[config.mk]
export PLATFORM = sky130hd
export DESIGN_NAME = div
export DESIGN_NICKNAME = d
export VERILOG_FILES = /design/src/rtl/div_pkg.sv /design/src/rtl/div_step.sv /design/src/rtl/div.sv
export SDC_FILE = /design/constraint.sdc
export NUM_CORES = 1
export LEC_CHECK = 0
export BUFFER_PORTS_ARGS = -buffer_cell sky130_fd_sc_hd__buf_2
export CELL_PAD_IN_SITES_DETAIL_PLACEMENT = 1
export CELL_PAD_IN_SITES_GLOBAL_PLACEMENT = 1
export CORE_ASPECT_RATIO = 1.25
export CORE_UTILIZATION = 42
export CTS_BUF_LIST = sky130_fd_sc_hd__clkbuf_4 sky130_fd_sc_hd__clkbuf_8
export CTS_CLUSTER_DIAMETER = 100
export CTS_CLUSTER_SIZE = 24
export DETAILED_ROUTE_END_ITERATION = 8
export PLACE_DENSITY = 0.9
export REMOVE_ABC_BUFFERS = 1
export SYNTH_ARGS = -nofsm -noshare
export SYNTH_HDL_FRONTEND = slang
export SYNTH_SLANG_ARGS = --single-unit
[constraint.sdc]
create_clock -name div_clk -period 3.7 [get_ports div_clk]
set_input_delay 0 -clock div_clk [delete_from_list [all_inputs] [get_ports div_clk]]
set_output_delay 0 -clock div_clk [all_outputs]
set_load 0.05 [all_outputs]
[src/rtl/div_pkg.sv]
// -----------------------------------------------------------------------------
// div_pkg
// Shared definitions for the iterative radix-2 restoring divider.
//   div_state_e : FSM state encoding (IDLE=0, BUSY=1, DONE=2)
//   div_cnt_w() : width of the iteration counter, $clog2(width)+1
// -----------------------------------------------------------------------------
package div_pkg;

    typedef enum logic [1:0] {
        DIV_IDLE = 2'd0,
        DIV_BUSY = 2'd1,
        DIV_DONE = 2'd2
    } div_state_e;

    function automatic int div_cnt_w(input int width);
        return $clog2(width) + 1;
    endfunction

endpackage

[src/rtl/div_step.sv]
// -----------------------------------------------------------------------------
// div_step
// One combinational restoring-division iteration: shift the next dividend bit
// into the partial remainder, subtract the divisor if it fits.
// Ports:
//   rem      in   WIDTH  partial remainder before this step (always < dsr)
//   dvd_bit  in   1      next dividend bit, MSB first
//   dsr      in   WIDTH  divisor magnitude
//   rem_next out  WIDTH  partial remainder after this step
//   q_bit    out  1      quotient bit produced by this step
// -----------------------------------------------------------------------------
module div_step #(
    parameter int WIDTH = 32
) (
    input  logic [WIDTH-1:0] rem,
    input  logic             dvd_bit,
    input  logic [WIDTH-1:0] dsr,
    output logic [WIDTH-1:0] rem_next,
    output logic             q_bit
);

    // The shifted remainder needs one extra bit so the compare cannot wrap.
    logic [WIDTH:0] trial;

    assign trial = {rem, dvd_bit};
    assign q_bit = (trial >= {1'b0, dsr});
    // When the subtraction is taken the result is < dsr, so the low WIDTH
    // bits of the difference are exact and the carry-out can be dropped.
    assign rem_next = q_bit ? (trial[WIDTH-1:0] - dsr) : trial[WIDTH-1:0];

endmodule

[src/rtl/div.sv]
// -----------------------------------------------------------------------------
// div
// Iterative radix-2 restoring divider, signed or unsigned, one quotient bit per
// cycle. Operates on magnitudes and applies sign fixup in the DONE state:
// quotient truncates toward zero, remainder takes the dividend's sign.
// Divide by zero returns s = all-ones, r = raw dividend.
// Optional build macro:
//   DIV_ZERO_FAST_EN  a zero divisor skips the iterations (IDLE -> DONE)
// Ports:
//   div_clk     in   1      clock
//   resetn      in   1      synchronous active-low reset
//   div_valid   in   1      request valid
//   div_ready   out  1      high only in IDLE; accept = div_valid & div_ready
//   div_signed  in   1      1: two's-complement operands, 0: unsigned
//   x           in   WIDTH  dividend
//   y           in   WIDTH  divisor
//   cancel      in   1      abort the in-flight op; ignored in IDLE
//   s           out  WIDTH  quotient, held until overwritten by a later result
//   r           out  WIDTH  remainder, held until overwritten by a later result
//   complete    out  1      one-cycle pulse, s and r valid
// -----------------------------------------------------------------------------
module div
    import div_pkg::*;
#(
    parameter int WIDTH = 32
) (
    input  logic             div_clk,
    input  logic             resetn,
    input  logic             div_valid,
    output logic             div_ready,
    input  logic             div_signed,
    input  logic [WIDTH-1:0] x,
    input  logic [WIDTH-1:0] y,
    input  logic             cancel,
    output logic [WIDTH-1:0] s,
    output logic [WIDTH-1:0] r,
    output logic             complete
);

    localparam int CNT_W = div_cnt_w(WIDTH);

    div_state_e       state_q, state_d;
    logic [CNT_W-1:0] count_q;
    logic [WIDTH-1:0] dvd_q;      // dividend magnitude, shifts left; quotient fills from LSB
    logic [WIDTH-1:0] dsr_q;      // divisor magnitude
    logic [WIDTH-1:0] rem_q;      // partial remainder
    logic [WIDTH-1:0] x_q;        // raw dividend for the divide-by-zero result
    logic             quo_neg_q;
    logic             rem_neg_q;
    logic             dsr_zero_q;

    logic             accept;
    logic             last_iter;
    logic             y_zero;
    logic [WIDTH-1:0] rem_next;
    logic             q_bit;

    assign div_ready = (state_q == DIV_IDLE);
    assign accept    = div_valid & div_ready;
    assign last_iter = (count_q == CNT_W'(WIDTH - 1));
    assign y_zero    = (y == '0);

    div_step #(.WIDTH(WIDTH)) u_step (
        .rem      (rem_q),
        .dvd_bit  (dvd_q[WIDTH-1]),
        .dsr      (dsr_q),
        .rem_next (rem_next),
        .q_bit    (q_bit)
    );

    // ---------------------------------------------------------------- FSM
    always_ff @(posedge div_clk) begin
        // NOTE: sequential state uses non-blocking assignments so every
        // register samples pre-edge values regardless of statement order.
        if (!resetn) state_q <= DIV_IDLE;
        else         state_q <= state_d;
    end

    always_comb begin
        // NOTE: default first, so no path leaves state_d unassigned and
        // no latch is inferred.
        state_d = state_q;
        unique case (state_q)
            DIV_IDLE: begin
                if (accept) begin
`ifdef DIV_ZERO_FAST_EN
                    state_d = y_zero ? DIV_DONE : DIV_BUSY;
`else
                    state_d = DIV_BUSY;
`endif
                end
            end
            DIV_BUSY: begin
                // cancel takes priority over the final iteration
                if (cancel)         state_d = DIV_IDLE;
                else if (last_iter) state_d = DIV_DONE;
            end
            DIV_DONE: state_d = DIV_IDLE;
            default:  state_d = DIV_IDLE;
        endcase
    end

    // --------------------------------------------------- operand datapath
    // NOTE: these registers are deliberately not reset; each is loaded on
    // accept before it is ever read, and results leave only through s/r.
    always_ff @(posedge div_clk) begin
        if (accept) begin
            dvd_q      <= (div_signed && x[WIDTH-1]) ? -x : x;
            dsr_q      <= (div_signed && y[WIDTH-1]) ? -y : y;
            rem_q      <= '0;
            x_q        <= x;
            quo_neg_q  <= div_signed & (x[WIDTH-1] ^ y[WIDTH-1]);
            rem_neg_q  <= div_signed & x[WIDTH-1];
            dsr_zero_q <= y_zero;
        end else if (state_q == DIV_BUSY && !cancel) begin
            rem_q <= rem_next;
            dvd_q <= {dvd_q[WIDTH-2:0], q_bit};
        end
    end

    // ------------------------------------------- counter and result regs
    always_ff @(posedge div_clk) begin
        if (!resetn) begin
            count_q  <= '0;
            s        <= '0;
            r        <= '0;
            complete <= 1'b0;
        end else begin
            complete <= 1'b0;
            if (accept) begin
                count_q <= '0;
            end else if (state_q == DIV_BUSY && !cancel) begin
                count_q <= count_q + CNT_W'(1);
            end else if (state_q == DIV_DONE && !cancel) begin
                if (dsr_zero_q) begin
                    s <= '1;
                    r <= x_q;
                end else begin
                    s <= quo_neg_q ? -dvd_q : dvd_q;
                    r <= rem_neg_q ? -rem_q : rem_q;
                end
                complete <= 1'b1;
            end
        end
    end

endmodule

==> results.cfg, run 1 <==
[setup_path]
r2r_start = dsr_q[8]
critPathRequiredTime_ns = 4.09
reg2reg_depth = 12
crit_type = reg -> reg
reg2reg_to = rem_q[8]
cp-start-kind = flop
r2r_slack_ns = 0.33
critPathMaxFanout = 17
cp.arrival_ns = 3.76
end_kind = flop

[hold_path]
holdPathEnd = rem_q[11]
hp-start = div_valid
hp-class = in -> reg
hold_depth = 7

[synthesis]
syn-instance-count = 1387
synth-edff-count = 99
postSynthAreaPerCell_um2 = 8.73
synth_seq_cells = 204
ys_types = 67
ys_warn_count = 0
synth-async-reset-ratio_pct = 0
ys_seq_area_share_pct = 41.9
syn_area_mm2 = 0.0121
synth_ff_type = dfxtp_1

[route]
drtIter0Drc = 686
via_per_inst = 5.80
first_pass_iters = 4
wl_per_cell_um = 19.8
route.detailed.drc = 0
postRouteWirelength_um = 38200
final_antenna_net_count = 0
vias = 11169

[clock_tree]
cts_setup_buffers = 0
cts_buffers = 12
cts_tree = yes
clockBufferDepth = 3
htreeDepth = 1
clock_sinks = 204
clk_latency_ns = 0.53
cts_root_buffer = clkbuf_8
path_clk_slew_ns = 0.16

[grt]
gr-usage-met3_pct = 2.44
antenna_found_initial = 2
grt_pass1_vias = 11616
use_met1_pct = 29.8
grt_pass1_wl_um = 60600
use_met2_pct = 47.3
grt-ovfl-total = 0
grt_max_degree = 71
grt_usage_pct = 25.5
busiest_layer = met2

[floorplanning]
fp-row-count = 69
die_x_um = 154
start_util_pct = 42.6
die_area_mm2 = 0.0295
die_y_um = 192
io_pins = 135
core_mm2 = 0.0284

[timing]
relSlewSlack_pct = 17.7
period_share_pct = 91.0
fin_crit_ns = 3.37
rsz0062_at_grt = false
clock.fmax_mhz = 297
worstMarginPinSlew_ns = 1.23
fin_skew_ns = 0.0402
finalHoldViolCount = 0
setup_viol = 0
slew_violations = 0

[finish]
layout.nets = 1670
final_common_cell = nand2_1
drive_above_1_share_pct = 13.1
finalNonFillerCells = 1926
area_growth_pct = 17.3
layout_common_cells = 180 x nand2_1, 134 x buf_2, 128 x o21ai_0

[place]
gp_congestion = 0.913
place_hpwl_um = 27900
port_buffers = 134
dp_cells = 1823

[run_status]
outcome = finished clean

[flow_run]
maxCapViolations = 0

[pwr]
powerDensity_mw_per_mm2 = 318
p_leak_nw = 6.00
p_total_w = 0.00452
ir_drop_v = 0.000175
## cell type report
class                      instances  area [um2]
timing repair buffer             243        1690
inverter                          56         210
sequential                       204        5070
tap                              355         444
fill                            3368       14200
multi-input combinational       1046        6530
clock buffer                      19         224
antenna                            2        5.00
clock inverter                     1        16.3
## through the flow
step / setup slack (ns) / hold WS [ns] / util (%) / setup TNS [ns] / area [um2]
final: 0.331 / 0.191 / 50.0 / 0 / 14200
after global routing: 0.0874 / 0.197 / 50.0 / 0 / 14200
after CTS: 0.223 / 0.130 / 49.9 / 0 / 14200
after detailed placement: 0.270 / 0.240 / 46.2 / 0 / 13100
after global placement: 0.417 / 0.233 / 46.2 / 0 / 13100
after floorplan: -2.60 / 0.0989 / - / -167.98 / 11800
## metal layers
layer / vias up / part of all wire (%) / wire length [um]
met5: - / 0 / 0
met2: 291 / 51 / 19500
met1: 5437 / 41 / 15800
met3: 92 / 3.6 / 1380
met4: 0 / 4.0 / 1510
li1: 5349 / - / -
## worst max-delay path, cell delays in order, from the launching register on
cell and delay [ns]:
edfxtp_1 0.36, inv_1 0.04, ha_1 0.41, nand2_1 0.17, o31ai_1 0.32, o211ai_1 0.17
a31oi_1 0.41, o21ai_1 0.22, o311a_2 0.59, buf_4 0.21, buf_4 0.16, nand3_1 0.08
nand3_1 0.08
## registers in the layout, summed over array words and instances, names as in the netlist
name and flops:
dsr_q 32, quo_neg_q 1, complete 1, s 32, rem_neg_q 1, x_q 32
dsr_zero_q 1, dvd_q 32, rem_q 32, count_q 6, state_q 2, r 32
## Yosys cell counts, types with 5 or more instances
library cell / n / share of area [%]
nand3_1: 80 / 3.3
a21boi_0: 17 / 1.1
buf_1: 6 / 0.19
xor2_1: 97 / 7.0
clkbuf_1: 71 / 2.2
dfxtp_1: 105 / 17
nor3b_1: 7 / 0.43
nand2_1: 181 / 5.6
nand2b_1: 10 / 0.52
mux2i_1: 5 / 0.41
nand4_1: 16 / 0.83
o211ai_1: 27 / 1.7
ha_1: 37 / 3.8
nor2_1: 74 / 2.3
a21o_1: 15 / 0.93
or2_2: 5 / 0.26
inv_1: 56 / 1.7
nor3_1: 23 / 0.95
nor4_1: 12 / 0.62
xnor2_1: 48 / 3.5
o21ai_0: 128 / 5.3
and3_1: 8 / 0.41
o31ai_1: 23 / 1.4
or3_1: 16 / 0.83
a31oi_1: 10 / 0.52
and2_1: 11 / 0.57
a21oi_1: 89 / 3.7
edfxtp_1: 99 / 25
o21a_1: 9 / 0.56
o211a_1: 13 / 1.1
a32oi_1: 6 / 0.43
or4_1: 14 / 0.87
o41ai_1: 16 / 1.2
## worst max path at each step
stage,start,to,depth (start not counted)
after CTS,dsr_q[8],rem_q[8],12
after detailed placement,dvd_q[31],rem_q[30],12
after global routing,y[4],dsr_q[26],11
after floorplan,state_q[1],dvd_q[0],3
after global placement,dsr_q[8],rem_q[8],12
final,dsr_q[8],rem_q[8],12
## logic make-up after synthesis
logic type / count (synthesis) / share of synthesized area [%]
compound gates: 387 / 20.4
fa+ha+maj: 38 / 3.99
mux: 5 / 0.413
xor+xnor: 145 / 10.5
buf+inv: 137 / 4.29
flops: 204 / 41.9
simple gates: 471 / 18.6
## where the power goes
part	internal [W]	leakage (nW)	switching (W)	total, W
combinational	0.000314	4.06	0.000481	0.000795
clock	0.000398	0.128	0.000753	0.00115
sequential	0.00250	1.81	0.0000727	0.00257
## timing repair
action	CTS	global route
gates resized for setup	0	2
hold endpoints to repair	101	0
setup endpoints to repair	0	2
hold buffers	81	0
(Power assumes the default switching activity.)
==> run 2, diff against run 1 <==
--- a/config.mk
+++ b/config.mk
@@ -5,11 +5,12 @@
 export SDC_FILE = /design/constraint.sdc
 export NUM_CORES = 1
 export LEC_CHECK = 0
+export ABC_AREA = 1
 export BUFFER_PORTS_ARGS = -buffer_cell sky130_fd_sc_hd__buf_2
 export CELL_PAD_IN_SITES_DETAIL_PLACEMENT = 1
 export CELL_PAD_IN_SITES_GLOBAL_PLACEMENT = 1
 export CORE_ASPECT_RATIO = 1.25
-export CORE_UTILIZATION = 42
+export CORE_UTILIZATION = 40
 export CTS_BUF_LIST = sky130_fd_sc_hd__clkbuf_4 sky130_fd_sc_hd__clkbuf_8
 export CTS_CLUSTER_DIAMETER = 100
 export CTS_CLUSTER_SIZE = 24
==> results.cfg, run 2 <==
[setup_path]
crit_slowest_cell = dfxtp_1
cp-start-kind = flop
r2r_start = rem_q[3]
reg2reg_depth = 13
reg2reg_to = dvd_q[0]
crit_family = simple AND/OR/NAND/NOR gates
end_kind = flop
r2r_slack_ns = 0.91
critPathMostFrequentCell = nand2_1
crit_type = reg -> reg
slowest_delay_ns = 0.56
path_buf_inv = 1
critPathRequiredTime_ns = 3.98
critPathMaxFanout = 34
cp_cell_sequence = ha_1 > nand2_1 > inv_1 > nand2_1 > nand2_1 > nand2_1 > nand3_2 > nand2_2 > nand2_2 > nand2_4 > nand2_4 > nand2_1 > o21ai_0
cp.arrival_ns = 3.07

[clock_tree]
cts_tree = yes
cts_resized = 0
cts_buffers = 13
clockBufferDepth = 3
htreeDepth = 1
path_clk_slew_ns = 0.16
cts_setup_buffers = 0
clk_latency_ns = 0.56
clock_sinks = 204
cts_root_buffer = clkbuf_8

[pwr]
combPwrFrac_pct = 20.3
ir_drop_v = 0.000181
p_sw_share_pct = 33.0
pwr-share-seq_pct = 53.8
power.switching_w = 0.00158
p_leak_nw = 7.89
clockPowerShare_pct = 25.9
intPower_w = 0.00322
powerDensity_mw_per_mm2 = 301

[grt]
grt_max_degree = 57
grt_usage_pct = 31.6
antenna_found_initial = 2
grt-ovfl-total = 0
grt_pass1_vias = 15855
grt_pass1_wl_um = 86700

[timing]
fin_crit_ns = 2.79
worstMarginPinSlew_ns = 0.784
setup_viol = 0
rsz0062_at_grt = false
setup_tns_ns = 0
relSlewSlack_pct = 47.7
period_share_pct = 75.4
clock.fmax_mhz = 358
fin_skew_ns = 0.0556
slew_violations = 0
whs_ns = 0.0458
finalHoldViolCount = 0

[floorplanning]
core_mm2 = 0.0339
fp-row-count = 75
die_y_um = 210
die_x_um = 169
start_util_pct = 41.0
io_pins = 135
die_area_mm2 = 0.0355

[route]
wl_met1_um = 21600
route.detailed.drc = 0
drtIter0Drc = 994
final_antenna_net_count = 0
wl_met3_um = 2740
first_pass_iters = 5
via_per_inst = 5.55
wl_met2_um = 27900
postRouteWirelength_um = 56200
vias = 15066
wl_per_cell_um = 20.7
highest_layer = met4

[place]
port_buffers = 134
gp_congestion = 0.966
place_hpwl_um = 41200

[synthesis]
synth-edff-count = 99
synth_ff_type = dfxtp_1
syn_area_mm2 = 0.0139
ys_warn_count = 0
synth.top_cell.area_share_pct = 21.4
synth_common_cells = 633 x nand2_1, 296 x inv_1, 199 x nor2_1, 187 x nand3_1
synth_area_leader_cell = edfxtp_1
synth_seq_cells = 204
yosysMostFrequentCell = nand2_1
synth.area.top_cells = edfxtp_1 21%, nand2_1 17%, dfxtp_1 15%
postSynthAreaPerCell_um2 = 6.69
ys_seq_area_share_pct = 36.5
syn-instance-count = 2075
synth-async-reset-ratio_pct = 0
ys_types = 49

[finish]
layout.nets = 2353
drive_above_1_share_pct = 9.19
fin_util_pct = 47.1
area_growth_pct = 14.9
layout_common_cells = 632 x nand2_1, 296 x inv_1, 199 x nor2_1
final_common_cell = nand2_1

[hold_path]
hold_depth = 3
holdPathEnd = dsr_q[29]
hp-class = in -> reg
hp-start = y[29]

[run_status]
outcome = finished clean

[flow_run]
maxCapViolations = 0
[run 2: cell count changes after synthesis, moves of 21 or more]
cell and change:
nand3_1 +107, nand2_1 +452, o21ai_0 -23, nor2_1 +125
inv_1 +240, clkbuf_1 -29, o31ai_1 -21, xnor2_1 -21
xor2_1 -48
[run 2: cell type report]
type | count | area, um2
fillers | 4529 | 17900
multi-input cells | 1507 | 7420
flip-flops and latches | 204 | 5070
repair buffers | 218 | 1490
inverters | 302 | 1130
well taps | 462 | 578
clock buffers | 18 | 216
clock inverters | 3 | 43.8
diodes | 2 | 5.00
[run 2: cells by family (layout without fill, tap and decap cells)]
group	count (synthesis)	after routing	share of synthesized area, %
other cells	0	2	0
buf+inv	364	541	10.2
flops	204	204	36.5
simple gates	1127	1127	34.4
fa+ha+maj	38	38	3.48
compound gates	266	266	10.7
xor+xnor	76	76	4.79
[run 2: worst max-delay path by stage]
stage	cells past startpoint	from	slack, ns	end
finish	13	rem_q[3]	0.91	dvd_q[0]
detailed placement	11	rem_q[20]	0.99	dvd_q[0]
global placement	11	rem_q[20]	1.08	dvd_q[0]
CTS	8	state_q[1]	0.97	r[25]
global route	14	rem_q[3]	0.74	rem_q[11]
floorplan	6	state_q[1]	-0.16	rem_q[1]
[run 2: timing repair]
action,CTS,global route
hold endpoints to repair,94,0
hold buffers,70,0
setup endpoints to repair,0,0
[run 2: power groups by stage]
stage	combinational (W)	clock, W	sequential, W
2_1_floorplan	0.000529	0	0.00260
6_report	0.000972	0.00125	0.00258
4_1_cts	0.000932	0.00123	0.00257
3_5_place_dp	0.000866	0	0.00262
5_1_grt	0.00105	0.00132	0.00259
3_3_place_gp	0.000827	0	0.00262
[run 2: worst reg2reg max path, cell delays in order (launching register included)]
cell and delay [ns]:
dfxtp_1 0.56, ha_1 0.36, nand2_1 0.15, inv_1 0.05
nand2_1 0.08, nand2_1 0.06, nand2_1 0.08, nand3_2 0.14
nand2_2 0.12, nand2_2 0.08, nand2_4 0.32, nand2_4 0.33
nand2_1 0.14, o21ai_0 0.09
[run 2: metal layers]
metal  vias to the layer above  GRT usage (%)
li1                       7001              -
met1                      7258           35.7
met2                       578           56.0
met3                       229           3.49
met4                         0           21.5
met5                         -              0
[run 2: metrics by stage]
step	cell area (um2)	std cells	setup WS (ns)	power (W)
after CTS	16000	2714	0.965	0.00474
after floorplan	13600	2013	-0.158	0.00313
after detailed placement	15000	2623	0.988	0.00349
after global routing	16000	2715	0.742	0.00496
final	16000	2716	0.908	0.00480
after global placement	15000	2623	1.08	0.00344
